### config.mk
export PLATFORM = sky130hd
export DESIGN_NAME = if_id_buf
export DESIGN_NICKNAME = d
export VERILOG_FILES = /design/src/rtl/if_id_buf_pkg.sv /design/src/rtl/if_id_buf_fetch_fifo2.sv /design/src/rtl/if_id_buf.sv
export SDC_FILE = /design/constraint.sdc
export NUM_CORES = 1
export LEC_CHECK = 0
export ABC_CLOCK_PERIOD_IN_PS = 5500
export CAP_MARGIN = 5
export CORE_MARGIN = 2
export CORE_UTILIZATION = 45
export CTS_BUF_LIST = sky130_fd_sc_hd__clkbuf_4 sky130_fd_sc_hd__clkbuf_8 sky130_fd_sc_hd__clkbuf_16
export CTS_CLUSTER_DIAMETER = 120
export DETAILED_ROUTE_END_ITERATION = 10
export GPL_ROUTABILITY_DRIVEN = 0
export GPL_TIMING_DRIVEN = 1
export PLACE_DENSITY = 0.73
export SKIP_CTS_REPAIR_TIMING = 1
export SLEW_MARGIN = 20
export SYNTH_ARGS = -nofsm -noshare
export SYNTH_HDL_FRONTEND = slang
export SYNTH_SLANG_ARGS = --single-unit
### constraint.sdc
create_clock -name clk -period 5.5 [get_ports clk]
set_input_delay 1.1 -clock clk [delete_from_list [all_inputs] [get_ports clk]]
set_output_delay 1.1 -clock clk [all_outputs]
set_load 0.02 [all_outputs]
### src/rtl/if_id_buf_pkg.sv
// if_id_buf_pkg -- shared widths, constants and types for the IF/ID buffer.
//   INST_ADDR_W / INST_W : instruction address and instruction word widths
//   NOP_ENC              : default bubble encoding
//   STOP / NOSTOP        : stall vector bit values
//   STALL_IF / STALL_ID  : positions of the IF and ID bits in the stall vector
//   qstate_e             : FIFO occupancy, encoded as the entry count
//   fetch_t              : one buffered {pc, inst} pair
package if_id_buf_pkg;

    localparam int INST_ADDR_W = 16;
    localparam int INST_W      = 16;

    localparam logic [INST_W-1:0] NOP_ENC = 16'h0000;

    localparam logic STOP   = 1'b1;
    localparam logic NOSTOP = 1'b0;

    localparam int STALL_IF = 1;
    localparam int STALL_ID = 2;

    typedef enum logic [1:0] {
        Q_EMPTY = 2'd0,
        Q_ONE   = 2'd1,
        Q_FULL  = 2'd2
    } qstate_e;

    typedef struct packed {
        logic [INST_ADDR_W-1:0] pc;
        logic [INST_W-1:0]      inst;
    } fetch_t;

endpackage

### src/rtl/if_id_buf_fetch_fifo2.sv
// fetch_fifo2 -- two-entry FIFO of fetched {pc, inst} pairs.
//   clk, rst   : clock, synchronous active-high reset
//   flush_i    : empties the queue; wins over push/pop
//   push_i     : write wdata_i (ignored when full unless a pop happens too)
//   pop_i      : drop the head (ignored when empty)
//   wdata_i    : pair to enqueue
//   head_o     : oldest entry (valid when count_o != Q_EMPTY)
//   count_o    : current occupancy
module fetch_fifo2
    import if_id_buf_pkg::*;
#(
    parameter int DEPTH = 2
) (
    input  logic    clk,
    input  logic    rst,
    input  logic    flush_i,
    input  logic    push_i,
    input  logic    pop_i,
    input  fetch_t  wdata_i,
    output fetch_t  head_o,
    output qstate_e count_o
);

    fetch_t  mem_q [DEPTH];
    logic    wr_ptr_q;
    logic    rd_ptr_q;
    qstate_e count_q, count_d;
    logic    push_ok, pop_ok;

    // A full queue still accepts a push when the head leaves in the same cycle.
    assign pop_ok  = pop_i && (count_q != Q_EMPTY);
    assign push_ok = push_i && ((count_q != Q_FULL) || pop_ok);

    always_comb begin
        count_d = count_q;
        unique case ({push_ok, pop_ok})
            2'b10: count_d = (count_q == Q_EMPTY) ? Q_ONE : Q_FULL;
            2'b01: count_d = (count_q == Q_FULL)  ? Q_ONE : Q_EMPTY;
            default: count_d = count_q;
        endcase
    end

    always_ff @(posedge clk) begin
        if (rst || flush_i) begin
            count_q  <= Q_EMPTY;
            wr_ptr_q <= 1'b0;
            rd_ptr_q <= 1'b0;
        end else begin
            count_q <= count_d;
            if (push_ok) wr_ptr_q <= ~wr_ptr_q;
            if (pop_ok)  rd_ptr_q <= ~rd_ptr_q;
        end
    end

    // Storage needs no reset: count gates every read.
    always_ff @(posedge clk) begin
        if (!rst && !flush_i && push_ok) mem_q[wr_ptr_q] <= wdata_i;
    end

    assign head_o  = mem_q[rd_ptr_q];
    assign count_o = count_q;

endmodule

### src/rtl/if_id_buf.sv
// if_id_buf -- IF/ID pipeline register with a 2-entry skid queue.
//   clk, rst   : clock, synchronous active-high reset (beats flush)
//   if_pc      : PC of this cycle's fetch
//   if_inst    : fetched instruction word
//   if_valid   : if_pc/if_inst carry a real fetch
//   flush      : discard queued and same-cycle fetches, bubble to decode
//   stall      : stall vector; bit 2 stalls decode
//   id_pc      : registered PC to decode
//   id_inst    : registered instruction to decode
//   id_valid   : id_pc/id_inst are a real instruction
//   fetch_hold : combinational; PC stage must hold its PC
module if_id_buf
    import if_id_buf_pkg::*;
#(
    parameter logic [INST_W-1:0] NOP_INST = NOP_ENC,
    parameter int                DEPTH    = 2
) (
    input  logic                   clk,
    input  logic                   rst,
    input  logic [INST_ADDR_W-1:0] if_pc,
    input  logic [INST_W-1:0]      if_inst,
    input  logic                   if_valid,
    input  logic                   flush,
    input  logic [5:0]             stall,
    output logic [INST_ADDR_W-1:0] id_pc,
    output logic [INST_W-1:0]      id_inst,
    output logic                   id_valid,
    output logic                   fetch_hold
);

    logic                   id_ready;
    logic                   bypass;
    logic                   push, pop;
    fetch_t                 head;
    qstate_e                count;
    logic [INST_ADDR_W-1:0] id_pc_q,  id_pc_d;
    logic [INST_W-1:0]      id_inst_q, id_inst_d;
    logic                   id_valid_q, id_valid_d;

    // Only the ID bit matters here; an IF-only stall simply starves the queue.
    logic unused_stall;
    assign unused_stall = ^{stall[5:3], stall[STALL_IF], stall[0]};

    assign id_ready = (stall[STALL_ID] == NOSTOP);
    assign pop      = id_ready && (count != Q_EMPTY);
    // Empty queue and a ready decoder: the fetch goes straight to the register.
    assign bypass   = id_ready && (count == Q_EMPTY) && if_valid;
    assign push     = if_valid && !bypass;

    assign fetch_hold = (count == Q_FULL) ||
                        ((count == Q_ONE) && !id_ready && if_valid);

    fetch_fifo2 #(.DEPTH(DEPTH)) u_fifo (
        .clk     (clk),
        .rst     (rst),
        .flush_i (flush),
        .push_i  (push),
        .pop_i   (pop),
        .wdata_i ('{pc: if_pc, inst: if_inst}),
        .head_o  (head),
        .count_o (count)
    );

    always_comb begin
        id_pc_d    = id_pc_q;
        id_inst_d  = id_inst_q;
        id_valid_d = id_valid_q;
        if (flush) begin
            id_pc_d    = '0;
            id_inst_d  = NOP_INST;
            id_valid_d = 1'b0;
        end else if (id_ready) begin
            if (count != Q_EMPTY) begin
                id_pc_d    = head.pc;
                id_inst_d  = head.inst;
                id_valid_d = 1'b1;
            end else if (if_valid) begin
                id_pc_d    = if_pc;
                id_inst_d  = if_inst;
                id_valid_d = 1'b1;
            end else begin
                id_pc_d    = '0;
                id_inst_d  = NOP_INST;
                id_valid_d = 1'b0;
            end
        end
    end

    always_ff @(posedge clk) begin
        if (rst) begin
            id_pc_q    <= '0;
            id_inst_q  <= NOP_INST;
            id_valid_q <= 1'b0;
        end else begin
            id_pc_q    <= id_pc_d;
            id_inst_q  <= id_inst_d;
            id_valid_q <= id_valid_d;
        end
    end

    assign id_pc    = id_pc_q;
    assign id_inst  = id_inst_q;
    assign id_valid = id_valid_q;

endmodule

==> flow_summary.toml <==
[run_status]
outcome = "finished, final reports clean"

[placed_design]
postPlaceCellArea_mm2 = 0.00517
io_buffers = 70
dpl.hpwl_um = 4930

[pwr]
vdd_drop_max_uv = 163
powerDensity_mw_per_mm2 = 269
switchingPower_uw = 347
internal-power_uw = 1090
switching_share_pct = 24.1
p_leak_uw = 0.00173
clock_power_share_pct = 29.8
p_comb_share_pct = 11.9
power_frac_seq_pct = 58.3

[logic_synthesis]
synth-seq-area-share_pct = 60.4
yosys.area.top_type = "edfxtp_1"
synth-edff-count = 64
synthTopCellsByArea = "edfxtp_1 (43%), dfxtp_1 (17%), a221oi_2 (10%), mux2_2 (7.6%), nor3_2 (6.8%)"
synthCells = 290
ys_types = 30
syn_nets = 333
synth_top_flop_cell = "edfxtp_1"
synth_warnings = 0
synth.most_common_cell = "edfxtp_1"
yosys.area.top_type_share_pct = 43.3
ys_ff_latch = 102
ys_top_cells_by_count = "edfxtp_1 (64), dfxtp_1 (38), nor2b_1 (33)"
syn_avg_cell_area_um2 = 15.3
postSynth.asyncResetShare_pct = 0
synth_area_mm2 = 0.00444

[sta]
rsz0062_at_grt = "false"
setup_tns_ps = 0
fin_crit_sh_pct = 66.6
max_freq_mhz = 273
finalHoldViolations = 0
period_needed_ps = 3660
slew_headroom_pct = 44.4
setup_violations = 0
tightest_slew_ps = 829
skew_ps = 9.46
maxSlewViolCount = 0

[routing]
via_per_inst = 5.15
drtAntennaViolNets = 0
drc = 0
drt_iter0_drc = 91
drt_first_pass_iters = 4
drt-total-wl_um = 8130
dr_total_vias = 2516
wl_per_cell_um = 16.6

[run]
cap_violations = 0

[finish]
drive_above_1_share_pct = 33.1
fin_nets = 394
areaGrowthSynthToFinish_pct = 20.5
final_area_mm2 = 0.00535
antennaDiodeCount = 0

[global_route]
grt_overflow = 0
grt_max_degree = 46
grt_pass1_vias = 2569
grt_pass1_wl_um = 13100
antenna_found_initial = 0
grt_use_total_pct = 16.2

[cts]
path_clk_slew_ps = 90
cts_root_buf = "clkbuf_8"
h-tree-depth = 3
clk_path_buf_depth = 2
clock-sinks = 102
clk_latency_ps = 350
cts_buffers = 9
tritoncts = "built"

[worst_setup_path]
crit_required_ps = 4400
crit_path_start_kind = "input pin"
critPathKind = "in -> out"
cp-end-kind = "output port"
cp.arrival_ps = 2560
crit_path_max_fanout = 7

[min_path]
holdCritPathClass = "reg -> reg"

[die]
core_mm2 = 0.00968
rows = 36
die_area_mm2 = 0.0107
die_height_um = 103
initial_core_util_pct = 45.9
ios = 76
die_w_um = 103
-- cell families after synthesis --
group	synth area share [%]
and+or+nand+nor	14.1
xor gates and xnor gates	0.395
AOI/OAI and AO/OA	11.7
adders and majority gates	0.282
muxes	8.34
DFF	60.4
buffers and inverters	4.79
-- registers in the layout, indices dropped and copies added (netlist names), named ones only --
name and count:
id_inst 16, id_pc 16, id_valid 1, u_fifo.count_o 2, u_fifo.mem_q 64, u_fifo.rd_ptr_q 1, u_fifo.wr_ptr_q 1
-- worst max-delay path, cell delays in order --
cell and delay [ps]:
clkdlybuf4s50_1 600, nand4_1 120, o21ai_0 110, clkdlybuf4s50_1 630
-- final timing paths --
check | cells after the start | end | slack [ps] | startpoint
worst max-delay path | 4 | fetch_hold | 1840 | if_valid
worst min-delay path | 2 | id_inst[1]$_SDFFE_PP0N_ | 500 | id_inst[1]$_SDFFE_PP0N_
worst min register to register | 2 | id_inst[1]$_SDFFE_PP0N_ | 500 | id_inst[1]$_SDFFE_PP0N_
worst max register to register | 4 | u_fifo.mem_q[0][19]$_DFFE_PP_ | 3150 | u_fifo.count_o[1]$_SDFFE_PP0P_
-- metal layers --
metal	vias up	GRT usage, %	routed length, µm
met5	-	0	0
met4	0	5.36	73
met3	4	3.36	291
met2	56	25.3	3950
met1	1223	22.8	3820
li1	1233	-	-
-- stage by stage --
| step | total power, µW | utilization [%] | std cells | setup slack, ps | hold WS, ps |
|---|---|---|---|---|---|
| global route | 1500 | 55.3 | 489 | 1810 | 528 |
| detailed placement | 1030 | 53.4 | 473 | 1870 | 487 |
| global placement | 1020 | 53.4 | 473 | 1850 | 478 |
| floorplan | 963 | - | 290 | 1150 | 480 |
| CTS | 1450 | 55.2 | 489 | 1850 | 507 |
| finish | 1440 | 55.3 | 489 | 1840 | 503 |
-- layout by cell type, fill, tap and decap left out, types with 2 or more instances in the layout --
cell and n:
nor4b_1 2, nor3_2 32, mux2_2 30, nand4_1 2, a221oi_1 2, xor2_1 2, inv_1 3, o21ai_0 3
nor3_1 4, clkbuf_8 10, edfxtp_1 64, dfxtp_1 37, a21oi_1 4, clkdlybuf4s50_1 69, buf_4 5, nor2b_1 33
a221oi_2 30, mux2_1 2, nor2_1 3, or3_1 2
-- power groups by stage --
| stage | Clock, µW | Combinational, µW | Sequential (µW) |
|---|---|---|---|
| 6_report | 429 | 171 | 838 |
| 3_5_place_dp | 0 | 172 | 856 |
| 5_1_grt | 472 | 186 | 841 |
| 2_1_floorplan | 0 | 98.3 | 865 |
| 3_3_place_gp | 0 | 169 | 855 |
| 4_1_cts | 443 | 173 | 838 |
-- layout make-up --
type	instances	area [µm²]
fill	838	4330
sequential	102	2680
multi-input combinational	159	1560
timing repair buffer	76	753
tap	133	166
clock buffer	11	145
clock inverter	5	33.8
inverter	3	11.3
Power figures use the tool's default switching activity.
